==> config.mk <==
export PLATFORM = sky130hd
export DESIGN_NAME = aio_init_seq
export DESIGN_NICKNAME = d
export VERILOG_FILES = /design/src/rtl/aio_init_seq.sv
export SDC_FILE = /design/constraint.sdc
export NUM_CORES = 1
export LEC_CHECK = 0
export CAP_MARGIN = 20
export CELL_PAD_IN_SITES_DETAIL_PLACEMENT = 1
export CELL_PAD_IN_SITES_GLOBAL_PLACEMENT = 1
export CORE_UTILIZATION = 41
export CTS_BUF_LIST = sky130_fd_sc_hd__clkbuf_2 sky130_fd_sc_hd__clkbuf_4 sky130_fd_sc_hd__clkbuf_8
export CTS_CLUSTER_SIZE = 30
export DETAILED_ROUTE_END_ITERATION = 16
export PLACE_DENSITY = 0.77
export SLEW_MARGIN = 0
export SYNTH_ARGS = -nofsm -noshare
export SYNTH_HDL_FRONTEND = slang
export SYNTH_SLANG_ARGS = --single-unit
==> constraint.sdc <==
create_clock -name sys_clk -period 3.7 [get_ports sys_clk]
set_input_delay 0.555 -clock sys_clk [delete_from_list [all_inputs] [get_ports sys_clk]]
set_output_delay 0.555 -clock sys_clk [all_outputs]
set_load 0.02 [all_outputs]
==> src/rtl/aio_init_seq.sv <==
// aio_init_seq: parametrised board-initialisation sequencer.
// Runs N_STAGE init engines strictly in order. Each stage receives a one-cycle
// stage_en pulse, then the sequencer waits for that stage's done/error with a
// per-attempt timeout watchdog and bounded retries. The first failing stage and
// its cause are latched for diagnostics.
//
// Optional feature (macro AIO_INIT_SKIP_EN): adds input stage_skip, a per-stage
// bypass mask latched on the accepted init_start.
//
// Ports:
//   sys_clk      - system clock, rising edge
//   glbl_rst     - synchronous active-high reset
//   init_start   - start request, only honoured in IDLE
//   init_busy    - high from first stage_en through the init_ok/init_fail pulse
//   init_ok      - one-cycle pulse, every stage completed
//   init_fail    - one-cycle pulse, a stage failed after all retries
//   fail_stage   - latched index of the failing stage
//   fail_to      - latched cause: 1 = timeout, 0 = stage_error
//   cur_stage    - index of the stage currently running
//   retry_cnt    - retries used on the current stage
//   stage_en     - one-hot one-cycle start pulse per stage
//   stage_done   - per-stage completion
//   stage_error  - per-stage error
//   stage_skip   - per-stage bypass mask (AIO_INIT_SKIP_EN only)
module aio_init_seq #(
  parameter int N_STAGE   = 4,
  parameter int STG_W     = 4,
  parameter int TO_W      = 20,
  parameter int TIMEOUT   = 500000,
  parameter int MAX_RETRY = 2,
  parameter int RTY_W     = 2
) (
  input  logic               sys_clk,
  input  logic               glbl_rst,
  input  logic               init_start,
  output logic               init_busy,
  output logic               init_ok,
  output logic               init_fail,
  output logic [STG_W-1:0]   fail_stage,
  output logic               fail_to,
  output logic [STG_W-1:0]   cur_stage,
  output logic [RTY_W-1:0]   retry_cnt,
  output logic [N_STAGE-1:0] stage_en,
`ifdef AIO_INIT_SKIP_EN
  input  logic [N_STAGE-1:0] stage_skip,
`endif
  input  logic [N_STAGE-1:0] stage_done,
  input  logic [N_STAGE-1:0] stage_error
);

  typedef enum logic [2:0] {
    S_IDLE,
    S_LAUNCH,
    S_WAIT,
    S_OK,
    S_FAIL
  } state_e;

  localparam logic [TO_W-1:0]  TO_LAST   = TO_W'(TIMEOUT == 0 ? 0 : TIMEOUT - 1);
  localparam logic [STG_W-1:0] LAST_STG  = STG_W'(N_STAGE - 1);
  localparam logic [RTY_W-1:0] RTY_LIMIT = RTY_W'(MAX_RETRY);

  state_e             state_q, state_d;
  logic [STG_W-1:0]   cur_q, cur_d;
  logic [RTY_W-1:0]   rty_q, rty_d;
  logic [TO_W-1:0]    tmr_q, tmr_d;
  logic [STG_W-1:0]   fstg_q, fstg_d;
  logic               fto_q, fto_d;
`ifdef AIO_INIT_SKIP_EN
  logic [N_STAGE-1:0] skip_q, skip_d;
`endif

  logic cur_done, cur_err, cur_skip, to_hit, fault;

  always_ff @(posedge sys_clk) begin
    if (glbl_rst) begin
      state_q <= S_IDLE;
      cur_q   <= '0;
      rty_q   <= '0;
      tmr_q   <= '0;
      fstg_q  <= '0;
      fto_q   <= 1'b0;
`ifdef AIO_INIT_SKIP_EN
      skip_q  <= '0;
`endif
    end else begin
      state_q <= state_d;
      cur_q   <= cur_d;
      rty_q   <= rty_d;
      tmr_q   <= tmr_d;
      fstg_q  <= fstg_d;
      fto_q   <= fto_d;
`ifdef AIO_INIT_SKIP_EN
      skip_q  <= skip_d;
`endif
    end
  end

  always_comb begin
    state_d  = state_q;
    cur_d    = cur_q;
    rty_d    = rty_q;
    tmr_d    = tmr_q;
    fstg_d   = fstg_q;
    fto_d    = fto_q;
`ifdef AIO_INIT_SKIP_EN
    skip_d   = skip_q;
`endif
    stage_en = '0;
    cur_done = 1'b0;
    cur_err  = 1'b0;
    cur_skip = 1'b0;

    // Select only the current stage's response bits; a decode loop keeps the
    // index width independent of N_STAGE.
    for (int unsigned k = 0; k < N_STAGE; k++) begin
      if (cur_q == STG_W'(k)) begin
        cur_done = stage_done[k];
        cur_err  = stage_error[k];
`ifdef AIO_INIT_SKIP_EN
        cur_skip = skip_q[k];
`endif
      end
    end

    // Timeout only when neither done nor error arrived in the final cycle.
    to_hit = (TIMEOUT != 0) && (tmr_q == TO_LAST);
    fault  = cur_err || (!cur_done && to_hit);

    case (state_q)
      S_IDLE: begin
        if (init_start) begin
          state_d = S_LAUNCH;
          cur_d   = '0;
          rty_d   = '0;
          fstg_d  = '0;
          fto_d   = 1'b0;
`ifdef AIO_INIT_SKIP_EN
          skip_d  = stage_skip;
`endif
        end
      end
      S_LAUNCH: begin
        tmr_d = '0;
        if (cur_skip) begin
          rty_d = '0;
          if (cur_q == LAST_STG) begin
            state_d = S_OK;
          end else begin
            cur_d = cur_q + 1'b1;
          end
        end else begin
          for (int unsigned k = 0; k < N_STAGE; k++) begin
            if (cur_q == STG_W'(k)) begin
              stage_en[k] = 1'b1;
            end
          end
          state_d = S_WAIT;
        end
      end
      S_WAIT: begin
        // Saturate so the counter can never wrap back onto TO_LAST.
        if (tmr_q != '1) begin
          tmr_d = tmr_q + 1'b1;
        end
        if (fault) begin
          if (rty_q < RTY_LIMIT) begin
            rty_d   = rty_q + 1'b1;
            state_d = S_LAUNCH;
          end else begin
            fstg_d  = cur_q;
            fto_d   = !cur_err;
            state_d = S_FAIL;
          end
        end else if (cur_done) begin
          rty_d = '0;
          if (cur_q == LAST_STG) begin
            state_d = S_OK;
          end else begin
            cur_d   = cur_q + 1'b1;
            state_d = S_LAUNCH;
          end
        end
      end
      S_OK:    state_d = S_IDLE;
      S_FAIL:  state_d = S_IDLE;
      default: state_d = S_IDLE;
    endcase
  end

  assign init_busy  = (state_q != S_IDLE);
  assign init_ok    = (state_q == S_OK);
  assign init_fail  = (state_q == S_FAIL);
  assign fail_stage = fstg_q;
  assign fail_to    = fto_q;
  assign cur_stage  = cur_q;
  assign retry_cnt  = rty_q;

endmodule

---- Word level (Yosys, flattened, before mapping) ----
Index checks and enable logic that the tools add are counted.
word-level totals
  register bits ........................... 34
  output and inout bits ................... 18
  word-level logic and storage cells ...... 80
operators by class
  add/sub/neg operators ................... 3
  $lt $le $gt $ge ......................... 1
  equal/unequal tests ..................... 18
  multiplexer cells ....................... 38
  reduce and logical (&&, ||, !) cells .... 14
operators with widths
  cell                     count
  $pmux W20 S2             1
  $mux W4                  7
  $add A20 B1 Y20 const B  1
  $eq A20 B19 Y1 const B   1
  $mux W20                 1
  $ne A20 B20 Y1 const B   1
  $pmux W4 S2              2
  $mux W1                  15
  $ne A2 B2 Y1 const B     7
  $mux W3                  4
  $mux W2                  5
  $pmux W3 S3              1
  $eq A4 B2 Y1 const B     2
  $reduce_and A4 Y1        2
  $eq A3 B2 Y1 const B     2
  $ne A3 B3 Y1 const B     2
  $reduce_and A5 Y1        1
  $add A4 B1 Y4 const B    1
  $eq A4 B1 Y1 const B     1
  $logic_not A4 Y1         1
  $pmux W2 S2              1
  $reduce_and A2 Y1        2
  $reduce_bool A2 Y1       2
  $eq A3 B1 Y1 const B     1
  other kinds (9)          10

---- Longest topological paths before layout ----
Gate-level depths: netlist of run 1.
  depth in word-level cells ............... 10
  depth in mapped cells ................... 8
  mapped depth without buffers ............ 8

---- Least setup slack after synthesis of run 1 ----
No wires, ideal clock.
  path type ............................... register to register
  from .................................... register cur_q[1] (netlist: cur_stage[1])
  to ...................................... register rty_q[1] (netlist: retry_cnt[1])
  setup time .............................. 0.117 ns
  arrival ................................. 2.138 ns
  setup slack ............................. 1.445 ns
  stages on the path, launching flop included .. 9
  cells stage by stage .................... dfxtp_1 > inv_1 > ha_1 > and3b_1 > o211ai_1 > a211o_1 > a21o_1 > a31o_2 > a32o_1
between the ends
  cells in the longest elaborated chain, start to end .. 10
  elaborated cells on any way between the ends .. 20
ends and longest elaborated chain
  element                                                                   RTL line  source
  from (decl)                                                               64        logic [STG_W-1:0] cur_q, cur_d;
  from (signal assigned)                                                    88        cur_q <= cur_d;
  $logic_not A4 Y1                                                          117       if (cur_q == STG_W'(k)) begin
  $mux W1 (4 in a row)                                                      117
  $logic_not A1 Y1                                                          128       fault = cur_err || (!cur_done && to_hit);
  $logic_and A1 B1 Y1                                                       128
  $logic_or A1 B1 Y1                                                        128
  $ne A3 B3 Y1 (no source line) / $mux W2 (equally long branches)           --
  $reduce_and A4 Y1 (no source line) / $pmux W2 S2 (equally long branches)  --
  to (signal assigned)                                                      89        rty_q <= rty_d;
  to (decl)                                                                 65        logic [RTY_W-1:0] rty_q, rty_d;
Several ways; a longest one is shown, not always the timed one.
A chain may end at the register's enable or synchronous reset.

---- Final worst setup path of run 1 ----
  from .................................... register state_q[0]
  to ...................................... output port stage_en[0]
between the ends
  cells in the longest elaborated chain, start to end .. 2
ends and longest elaborated chain
  element                 RTL line  source
  from (decl)             63        state_e state_q, state_d;
  from (signal assigned)  87        state_q <= state_d;
  $eq A3 B1 Y1            130       case (state_q)
  $mux W4                 130
  to (decl)               43        output logic [N_STAGE-1:0] stage_en,
No other way between the ends.

==> run summary, run 1 <==
status: finished clean
clk_lat worst skew: 0.28 ns
Mapped Area: 1810 sq um
via/cell ratio: 5.73
Slew @ Worst Pin: 0.697 ns
fin crit share: 0.773
kind of critical path: flip-flop to output port
vias in the first global route: 1536
Placer Congestion: 0.783
peak supply drop: 144 uV
core footprint: 4120 sq um
drt drc: 0
crit path DAT: 2.30 ns
min Tclk post-route: 2.86 ns
final total power: 0.000715 W
ranking of synthesized cells by area: dfxtp_1, nor2_1, xor2_1
TNS Setup: 0 ns
post-synth cell types: 48
Worst slew margin: 0.534
first-pass GRT wire length: 7520 um
max frequency: 350 MHz
Synth top cells by count: dfxtp_1, nor2_1, nand2_1
Die H: 68.5 um
GR Util All Layers: 0.224
CTS tree: done
IO Port Bufs: 28
Final Setup Violations: 0
nets@finish: 252
First DRT Iteration DRCs: 78
Final Skew: 0.00587 ns
DIE AREA: 4690 sq um
hold slack: 0.488 ns
worst-case clock buffer depth: 2
leading register cell type out of synthesis: dfxtp_1
Required @ worst endpoint: 3.14 ns
Ys Warns: 0
Detail Route Antenna Nets: 0
crit path capture type: output port
Hold Path Class: flip-flop to flip-flop
dpl cell area: 2140 sq um
RSZ-0062 raised after global routing: no
Layout Cells excl Fill: 286
Antenna diodes: 0
Cells after DPL: 279
# clock sinks: 34
I/O pin count: 29
Final Hold Fails: 0
Critical Path Fanout Max: 10
initial antenna violation count: 0
Synth Area per Inst: 8.81 sq um
Initial Util: 0.441
EDFF count, synth: 0
H-tree depth: 2
fillers: 504
post-cts resize count: 0
Setup crit start kind: flip-flop
synthesized netlist cell count: 206
hold-fix buffers at CTS: 0
most frequent cell after synthesis: dfxtp_1
Leakage: 0.841 nW
DR vias: 1638
syn_nets: 222
max cap viols: 0
finished layout cell area: 2220 sq um
CTS root buf: clkbuf_8
DR WL/cell: 16.4 um
Routed WL: 4700 um
HPWL reported at the end of detailed placement: 3590 um
postcts setup bufs: 0
CTS Buf Count: 5
Die Wd: 68.5 um
Yosys top cell by area: dfxtp_1
drt pass-1 iters: 4
pwr dens: 322 nW/um^2
std cell rows: 23
max-slew violation count: 0
sequential share of the synthesized area: 0.375
Layout area overhead: 22.4%
largest net degree at the start of global routing: 18
GRT overflow: 0
number of synthesized register bits: 34
asr flop ratio synth: 0
proportion of layout cells with a drive suffix above 1: 0.0720
share of the synthesized area in the top cell type: 0.375
CTS clk-pin slew, worst paths: 0.07 ns
-- cells by family after synthesis --
| kind of cell | share of synthesized area |
|---|---|
| and+or+nand+nor | 0.307 |
| DFF | 0.375 |
| AOI/OAI and AO/OA | 0.171 |
| buffers and inverters | 0.0234 |
| adders and majority gates | 0.0345 |
| muxes | 0.0166 |
| xor gates and xnor gates | 0.0724 |
-- sequential cells by signal, summed over array words and instances (netlist names) --
register and flops:
tmr_q 20, cur_stage 4, retry_cnt 2, state_q 3
fail_stage 4, fail_to 1
-- per-layer routing --
metal  up-vias  global-route usage  share of wire
met4         0              0.0755         0.0089
met1       799               0.288           0.49
li1        812                   -              -
met5         -                   0              0
met3         5              0.0526          0.028
met2        22               0.364           0.47
-- final cells by class --
type                       instances  area, sq um  area share
sequential                        34          681       0.306
inverter                           6         22.5      0.0101
clock buffer                       7         83.8      0.0377
tap                               50         62.6      0.0282
timing repair buffer              28          280       0.126
multi-input combinational        161         1090       0.491
-- worst paths after layout --
check	start	endpoint	slack, ns	depth (start not counted)
hold / removal	fail_to	fail_to	0.49	1
setup / recovery	state_q[0]	stage_en[0]	0.84	3
setup reg to reg	cur_stage[0]	fail_stage[3]	1.26	7
hold reg to reg	fail_to	fail_to	0.49	1
-- worst max-delay path, cell delays in order, from the launching register on --
cell and delay (ns):
dfxtp_1 0.51, nor3b_1 0.63, and3_1 0.27, clkdlybuf4s50_1 0.62
-- stage by stage --
stage,util,worst slack (ns)
after detailed placement,0.519,1.04
after floorplan,-,1.44
after global placement,0.519,1.20
after global routing,0.540,0.693
final,0.540,0.840
after CTS,0.540,0.829
-- power breakdown --
part,switching (W),internal [W]
Combinational,0.0000386,0.0000296
Sequential,0.00000579,0.000369
Clock,0.000128,0.000144
-- layout by cell type, fill, tap and decap left out, drive strengths merged, types with 2 or more instances in the layout --
master / Yosys / layout
dfxtp: 34 / 34
inv: 6 / 6
ha: 5 / 5
and4: 2 / 2
nor4: 2 / 2
nor2: 27 / 27
a22o: 5 / 5
nand3: 12 / 12
a21o: 5 / 5
nand2: 15 / 15
a41oi: 2 / 2
clkbuf: 4 / 7
and3b: 4 / 4
nand4: 9 / 9
and3: 6 / 6
xnor2: 4 / 4
xor2: 11 / 11
nor2b: 2 / 2
a21oi: 9 / 9
nor3b: 3 / 3
o211ai: 2 / 2
a211oi: 2 / 2
mux2i: 3 / 3
nand2b: 2 / 2
clkdlybuf4s50: 0 / 28
o31ai: 2 / 2
nor4b: 2 / 2
or4: 2 / 2
nor3: 6 / 6
o21ai: 5 / 5
Power figures use the tool's default switching activity.
==> run 2, diff against run 1 <==
--- a/config.mk
+++ b/config.mk
@@ -8,11 +8,11 @@
 export CAP_MARGIN = 20
 export CELL_PAD_IN_SITES_DETAIL_PLACEMENT = 1
 export CELL_PAD_IN_SITES_GLOBAL_PLACEMENT = 1
-export CORE_UTILIZATION = 41
+export CORE_UTILIZATION = 37
 export CTS_BUF_LIST = sky130_fd_sc_hd__clkbuf_2 sky130_fd_sc_hd__clkbuf_4 sky130_fd_sc_hd__clkbuf_8
 export CTS_CLUSTER_SIZE = 30
 export DETAILED_ROUTE_END_ITERATION = 16
-export PLACE_DENSITY = 0.77
+export PLACE_DENSITY = 0.73
 export SLEW_MARGIN = 0
 export SYNTH_ARGS = -nofsm -noshare
 export SYNTH_HDL_FRONTEND = slang
==> constraint.sdc (replaced) <==
create_clock -name sys_clk -period 2.45 [get_ports sys_clk]
set_input_delay 0.3675 -clock sys_clk [delete_from_list [all_inputs] [get_ports sys_clk]]
set_output_delay 0.3675 -clock sys_clk [all_outputs]
set_load 0.02 [all_outputs]
==> run summary, run 2 (synthesis gave the netlist of run 1 again) <==
via/cell ratio: 5.35 (-6.6%)
Crit path max-delay family: compound AO/OA/AOI/OAI gates
final total power: 0.00121 W (+69%)
Die H: 72.0 um (+5.1%)
peak supply drop: 309 uV (+110%)
Slew @ Worst Pin: 0.614 ns (-0.0825 ns)
Final Setup Violations: 0 (unchanged)
Placement Setup Slack: 0.0949 ns (-0.945 ns)
Cells after DPL: 302 (+8.2%)
Final Skew: 0.00246 ns (-0.00341 ns)
Setup crit start kind: flip-flop
DIE AREA: 5190 sq um (+10%)
worst-case clock buffer depth: 2 (unchanged)
Initial Util: 0.384 (-0.0568)
status: finished clean
max frequency: 428 MHz
drt pass-1 iters: 5 (+1)
I/O pin count: 29 (unchanged)
Critical-path top delay cell: dfxtp_1
Leakage: 0.896 nW (+6.5%)
Detail Route Antenna Nets: 0 (unchanged)
fin crit share: 0.953
fillers: 552 (+9.5%)
core footprint: 4720 sq um (+15%)
first-pass GRT wire length: 7930 um (+5.4%)
slowest stage delay, CP: 0.44 ns (-0.19 ns)
IO Port Bufs: 28 (unchanged)
CTS root buf: clkbuf_8
Placer Congestion: 0.768 (-1.9%)
Layout Cells excl Fill: 311 (+8.7%)
Antenna diodes: 0 (unchanged)
pwr dens: 515 nW/um^2 (+60%)
Layout area overhead: 29.2%
crit path capture type: flip-flop
crit-path cells: inv_1, ha_1, a21oi_1, o21ai_0, a21oi_2, a21boi_4, nor4b_4, buf_4, a22o_1
CTS clk-pin slew, worst paths: 0.07 ns (about the same)
met1 Resource Use GR: 0.275 (-0.0126)
HPWL reported at the end of detailed placement: 3470 um (-3.3%)
largest net degree at the start of global routing: 18 (unchanged)
GR Util met3: 0.0417 (-0.0110)
initial antenna violation count: 0 (unchanged)
crit path DAT: 2.56 ns (+0.26 ns)
First DRT Iteration DRCs: 81 (+3.8%)
CTS Buf Count: 5 (unchanged)
CTS tree: done
RSZ-0062 raised after global routing: yes
hold-fix buffers at CTS: 0 (unchanged)
max cap viols: 0 (unchanged)
Die Wd: 72.0 um (+5.1%)
proportion of layout cells with a drive suffix above 1: 0.115 (+0.0427)
GRT Max-Usage Layer: met2
Routed WL: 4750 um (+1.1%)
Required @ worst endpoint: 2.68 ns (-0.46 ns)
commonest cells after routing, fill and taps aside: dfxtp_1, clkdlybuf4s50_1, nor2_1, nand2_1, nand3_1
buffers and inverters on the worst path: 2 (+1)
Final Hold Fails: 0 (unchanged)
setup ws final: 0.115 ns (-0.725 ns)
max-slew violation count: 0 (unchanged)
drt drc: 0 (unchanged)
Critical Path Fanout Max: 6 (-4)
vias in the first global route: 1647 (+7.2%)
DR WL/cell: 15.3 um (-7.0%)
GR Util All Layers: 0.197 (-0.0272)
Hold Path Class: flip-flop to flip-flop
# clock sinks: 34 (unchanged)
min Tclk post-route: 2.33 ns
clk_lat worst skew: 0.28 ns (about the same)
Worst slew margin: 0.589 (+0.0550)
met2 Use GR: 0.305 (-0.0589)
std cell rows: 25 (+8.7%)
kind of critical path: flip-flop to flip-flop
DR vias: 1663 (+1.5%)
max reg flops: 20 (unchanged)
commonest non-fill, non-tap cell in the layout: dfxtp_1
nets@finish: 259 (+2.8%)
GRT overflow: 0 (unchanged)
H-tree depth: 2 (unchanged)
largest reg by FF count: tmr_q
-- run 2: final cells by class --
| cell class | count | area [sq um] | share of cell area |
|---|---|---|---|
| multi-input combinational | 161 | 1110 | 0.473 |
| clock buffer | 7 | 83.8 | 0.0358 |
| sequential | 34 | 683 | 0.292 |
| clock inverter | 1 | 30.0 | 0.0128 |
| timing repair buffer | 35 | 333 | 0.142 |
| tap | 67 | 83.8 | 0.0358 |
| inverter | 6 | 22.5 | 0.00961 |
-- run 2: final timing paths --
kind                                 endpoint     startpoint  slack [ns]  cells after the start
worst max-delay path            fail_stage[0]   cur_stage[0]        0.12                      9
worst min-delay path            fail_stage[2]  fail_stage[2]        0.48                      1
worst max register to register  fail_stage[0]   cur_stage[0]        0.12                      9
worst min register to register  fail_stage[2]  fail_stage[2]        0.48                      1
-- run 2: routing by layer --
layer,wire (um),part of all wire
met1,2350,0.50
met2,2250,0.47
met3,109,0.023
met4,35,0.0074
met5,0,0
-- run 2: timing repair --
item,4_1_cts,5_1_grt
setup endpoints to repair,0,12
setup buffers,0,1
gates resized for setup,0,4
-- run 2: report_power, final --
part | internal (W) | switching [W]
sequential | 0.000557 | 0.00000688
combinational | 0.0000534 | 0.0000624
clock | 0.000326 | 0.000201
total | 0.000937 | 0.000270
-- run 2: per-stage QoR --
| stage | cell area (sq um) | TNS [ns] | utilization | hold slack, ns |
|---|---|---|---|---|
| finish | 2340 | 0 | 0.496 | 0.484 |
| global route | 2340 | -0.294 | 0.496 | 0.522 |
| CTS | 2320 | 0 | 0.491 | 0.492 |
| detailed placement | 2200 | 0 | 0.466 | 0.476 |
| global placement | 2200 | 0 | 0.466 | 0.468 |
| floorplan | 1810 | 0 | - | 0.459 |
